File: src/rtl/aesl_axis_block_detector.sv
// AXI-Stream blocked-channel detector for the cosim deadlock monitor.
// Each channel counts consecutive one-sided wait cycles and raises its
// axis_block_sigs bit once THRESHOLD of them have gone by. The first channel
// to block is latched (valid + index) until reset or clr_first.
// Optional macro: AESL_AXIS_BLOCK_STAT_EN enables the block_cycle_cnt counter;
// without it, block_cycle_cnt is tied to zero.

// Per-channel wait tracker: IDLE -> COUNT -> BLOCKED.
module aesl_axis_block_chan #(
   parameter int CNT_W     = 8,
   parameter int THRESHOLD = 16,
   parameter bit CONSUMER  = 1'b1
) (
   input  logic clock,
   input  logic reset,
   input  logic active,
   input  logic tvalid,
   input  logic tready,
   output logic sig,
   output logic rise
);
   typedef enum logic [1:0] {IDLE, COUNT, BLOCKED} state_t;

   localparam logic [CNT_W-1:0] LAST = CNT_W'(THRESHOLD - 1);

   state_t           state_q, state_d;
   logic [CNT_W-1:0] cnt_q, cnt_d;
   logic             w;

   // A consumer waits on data, a producer waits on space; a transfer or an
   // idle owner is never a wait.
   assign w = active & (CONSUMER ? (tready & ~tvalid) : (tvalid & ~tready));

   // State and counter registers.
   always_ff @(posedge clock) begin
      if (reset) begin
         state_q <= IDLE;
         cnt_q   <= '0;
      end else begin
         state_q <= state_d;
         cnt_q   <= cnt_d;
      end
   end

   // Next state: COUNT leaves at THRESHOLD-1 so cnt never reaches THRESHOLD.
   always_comb begin
      state_d = state_q;
      cnt_d   = cnt_q;
      case (state_q)
         IDLE: begin
            cnt_d = '0;
            if (w) begin
               if (THRESHOLD == 1) begin
                  state_d = BLOCKED;
               end else begin
                  state_d = COUNT;
                  cnt_d   = CNT_W'(1);
               end
            end
         end
         COUNT: begin
            if (!w) begin
               state_d = IDLE;
               cnt_d   = '0;
            end else if (cnt_q == LAST) begin
               state_d = BLOCKED;
            end else begin
               cnt_d = cnt_q + 1'b1;
            end
         end
         BLOCKED: begin
            if (!w) begin
               state_d = IDLE;
               cnt_d   = '0;
            end
         end
         default: begin
            state_d = IDLE;
            cnt_d   = '0;
         end
      endcase
   end

   assign sig  = (state_q == BLOCKED);
   // The block bit goes 0->1 at the coming edge.
   assign rise = (state_d == BLOCKED) & ~sig;
endmodule

module aesl_axis_block_detector #(
   parameter int                  NUM_CHAN  = 1,
   parameter int                  THRESHOLD = 16,
   parameter int                  CNT_W     = 8,
   parameter logic [NUM_CHAN-1:0] DIR_MASK  = '1,
   parameter int                  IDX_W     = 1
) (
   input  logic                clock,
   input  logic                reset,
   input  logic [NUM_CHAN-1:0] inst_active,
   input  logic [NUM_CHAN-1:0] tvalid,
   input  logic [NUM_CHAN-1:0] tready,
   input  logic                clr_first,
   output logic [NUM_CHAN-1:0] axis_block_sigs,
   output logic                first_block_valid,
   output logic [IDX_W-1:0]    first_block_idx,
   output logic [31:0]         block_cycle_cnt
);
   logic [NUM_CHAN-1:0] rise;
   logic [IDX_W-1:0]    rise_idx;

   for (genvar g = 0; g < NUM_CHAN; g++) begin : g_chan
      aesl_axis_block_chan #(
         .CNT_W    (CNT_W),
         .THRESHOLD(THRESHOLD),
         .CONSUMER (DIR_MASK[g])
      ) u_chan (
         .clock (clock),
         .reset (reset),
         .active(inst_active[g]),
         .tvalid(tvalid[g]),
         .tready(tready[g]),
         .sig   (axis_block_sigs[g]),
         .rise  (rise[g])
      );
   end

   // Lowest rising channel: scan downward so the smallest index is written last.
   always_comb begin
      rise_idx = '0;
      for (int i = NUM_CHAN - 1; i >= 0; i--) begin
         if (rise[i]) rise_idx = IDX_W'(i);
      end
   end

   // Sticky first-block capture; a rise coinciding with clr_first wins.
   always_ff @(posedge clock) begin
      if (reset) begin
         first_block_valid <= 1'b0;
         first_block_idx   <= '0;
      end else if ((|rise) && (!first_block_valid || clr_first)) begin
         first_block_valid <= 1'b1;
         first_block_idx   <= rise_idx;
      end else if (clr_first) begin
         first_block_valid <= 1'b0;
         first_block_idx   <= '0;
      end
   end

`ifdef AESL_AXIS_BLOCK_STAT_EN
   logic [31:0] stat_q;

   // Saturating count of cycles with any channel blocked; clear beats increment.
   always_ff @(posedge clock) begin
      if (reset || clr_first) begin
         stat_q <= '0;
      end else if ((|axis_block_sigs) && (stat_q != 32'hFFFF_FFFF)) begin
         stat_q <= stat_q + 32'd1;
      end
   end

   assign block_cycle_cnt = stat_q;
`else
   assign block_cycle_cnt = 32'h0;
`endif
endmodule

File: config.mk
export PLATFORM = sky130hd
export DESIGN_NAME = aesl_axis_block_detector
export DESIGN_NICKNAME = d
export VERILOG_FILES = /design/src/rtl/aesl_axis_block_detector.sv
export SDC_FILE = /design/constraint.sdc
export NUM_CORES = 1
export LEC_CHECK = 0
export BUFFER_PORTS_ARGS = -buffer_cell sky130_fd_sc_hd__buf_2
export CORE_MARGIN = 2
export CORE_UTILIZATION = 45
export CTS_CLUSTER_DIAMETER = 150
export DETAILED_ROUTE_END_ITERATION = 10
export PLACE_DENSITY = 0.83
export SYNTH_ARGS = -nofsm -noshare
export SYNTH_HDL_FRONTEND = slang
export SYNTH_SLANG_ARGS = --single-unit
File: constraint.sdc
create_clock -name clock -period 1.55 [get_ports clock]
set_input_delay 0.155 -clock clock [delete_from_list [all_inputs] [get_ports clock]]
set_output_delay 0.155 -clock clock [all_outputs]
set_load 0.05 [all_outputs]
==> flow_summary.toml <==
[synthesis]
ys_async_sr_fraction_pct = 0
ys_warn_count = 0
syn_area_um2 = 836
yosysTopAreaCellShare_pct = 29.6
ys_types = 32
synthFlopType = "dfxtp_1"
ys_ff_latch = 11
netlist_top_cells_area = "buf_4, dfxtp_1, nand3_1"
yosys-top-cells-count = "buf_4, dfxtp_1, nor2_1"
synth_edf_count = 0
synthMostInstantiatedCell = "buf_4"
synth.avg_cell_area_um2 = 8.04
synth_top_area_cell = "buf_4"
synthesis.instances = 104
seq_area_frac_synth_pct = 26.3

[floorplan]
die-area_mm2 = 0.00222
rows = 15
io_pins = 41
initial_utilization_pct = 47.9
die_h_um = 47.1
fp.coreArea_mm2 = 0.00175
die_width_um = 47.1

[power]
p_per_area_mw_per_mm2 = 843
peakVddDrop_mv = 0.320
power_w = 0.000672
power_leakage_nw = 0.324

[grt]
first_global_vias = 514
antenna_found_initial = 0
grt_start_max_net_pins = 10
grt_overflow = 0
grt_pass1_wl_mm = 2.05
grt_use_total_pct = 13.1

[placed_design]
place.gp.congestion = 0.946
dp_hpwl_mm = 1.10
place_inst = 133
io_buffer_count = 7

[setup_path]
end_kind = "output port"
crit_type = "reg -> out"
arrival_ps = 1330
crit_fanout = 6
startpoint_type = "flip-flop"
cp.required_ps = 1390

[timing]
skew_ps = 0.561
setup_viol = 0
min_period_ps = 1480
hold_viol = 0
setup_tns_ps = 0
max_freq_ghz = 0.674
drv_slew = 0
finalCritPeriodShare_pct = 95.7
whs_ps = 213

[cts]
clkTransAtPathRegs_ps = 70
clockBufferDepth = 2
cts_tree = "built"
insertion_delay_ps = 270
htreeDepth = 1
cts_sinks = 11
numCtsBuffers = 3
postCtsSetupBuffers = 0
root_buffer = "clkbuf_4"

[detailed_routing]
drtAntennaViolNets = 0
via_per_inst = 4.49
drc_errors = 0
post_drt_wl_per_cell_um = 10.5
first_iter_violations = 12
vias = 615
dr.pass1.iters = 4
wl_mm = 1.44

[cells_and_area]
fill_cells = 188
fin_nets = 120
n_antenna_cell = 0
fin_util_pct = 45.7
drive_above_1_share_pct = 16.1
stdcell_count = 137
area_delta_synth_final_pct = -4.64

[job]
drv_cap = 0

[hold_path]
hold_class = "in -> reg"

[run_status]
run_status = "completed"
through the flow:
step	setup slack, ps	instance area [um2]
after CTS	24.1	791
after detailed placement	101	764
after global placement	113	764
after global routing	-33.9	797
final	66.7	797
after floorplan	137	956
repair_timing:
item / CTS / global route
endpoints found under the setup margin: 0 / 2
gates resized for setup: 0 / 2
hold buffers: 0 / 0
state kept, by name (all words and copies together) (netlist names):
register / flops
first_block_valid: 1
g_chan.u_chan.cnt_q: 8
g_chan.u_chan.state_q: 2
final timing paths:
path / startpoint / slack (ps) / depth (start not counted) / endpoint
hold / removal: clr_first / 210 / 3 / first_block_valid
setup / recovery: g_chan[0].u_chan.state_q[0] / 70 / 3 / axis_block_sigs
setup reg to reg: g_chan[0].u_chan.cnt_q[5] / 90 / 4 / g_chan[0].u_chan.cnt_q[0]
hold reg to reg: first_block_valid / 480 / 1 / first_block_valid
cell families after synthesis:
| family | share of synthesized area [%] |
|---|---|
| AO/OA/AOI/OAI | 14.8 |
| XOR/XNOR | 3.14 |
| adder cells (fa/ha/maj) | 1.50 |
| buffers and inverters | 31.3 |
| flip-flops | 26.3 |
| other | 0.449 |
| AND/OR/NAND/NOR | 22.5 |
cell usage in the layout, fill, tap and decap left out:
master    count
a211oi_1      2
a211oi_2      1
a21o_1        1
a21oi_1       4
a21oi_2       1
a22o_1        1
a311oi_1      1
a32o_1        1
and3_1        1
and3b_1       1
buf_2         7
clkbuf_1      1
clkbuf_4      3
conb_1       33
dfxtp_1      10
dfxtp_2       1
ha_1          1
inv_1         1
nand2_1       4
nand2b_1      3
nand3_1       7
nand3b_1      1
nor2_1        8
nor2_2        1
nor2b_1       1
nor3_1        2
nor3_2        1
nor3b_1       1
nor4_1        1
o211ai_2      1
o21ai_0       1
o21ai_1       4
or2b_2        1
or4_4         1
xnor2_1       3
layout make-up:
class | instances | area (um2) | area share, %
multi-input combinational | 89 | 479 | 60.1
sequential | 11 | 221 | 27.8
timing repair buffer | 7 | 35.0 | 4.40
tap | 25 | 31.3 | 3.92
clock buffer | 4 | 26.3 | 3.30
inverter | 1 | 3.75 | 0.471
critical path, stage by stage (launching register included):
cell	delay (ps)
dfxtp_1	350
nand2b_1	210
inv_1	190
buf_2	300
routing by layer:
metal	vias up	part of all wire, %	global-route usage (%)
li1	307	-	-
met1	276	40	15.4
met2	30	51	22.7
met3	2	9.2	4.62
met4	0	0.35	3.33
met5	-	0	0
power by group:
part | switching, W | internal (W) | leakage, nW
clock | 0.0000942 | 0.0000996 | 0.0150
combinational | 0.000183 | 0.00000928 | 0.219
sequential | 0.00000179 | 0.000284 | 0.0892
Power figures use the tool's default switching activity.
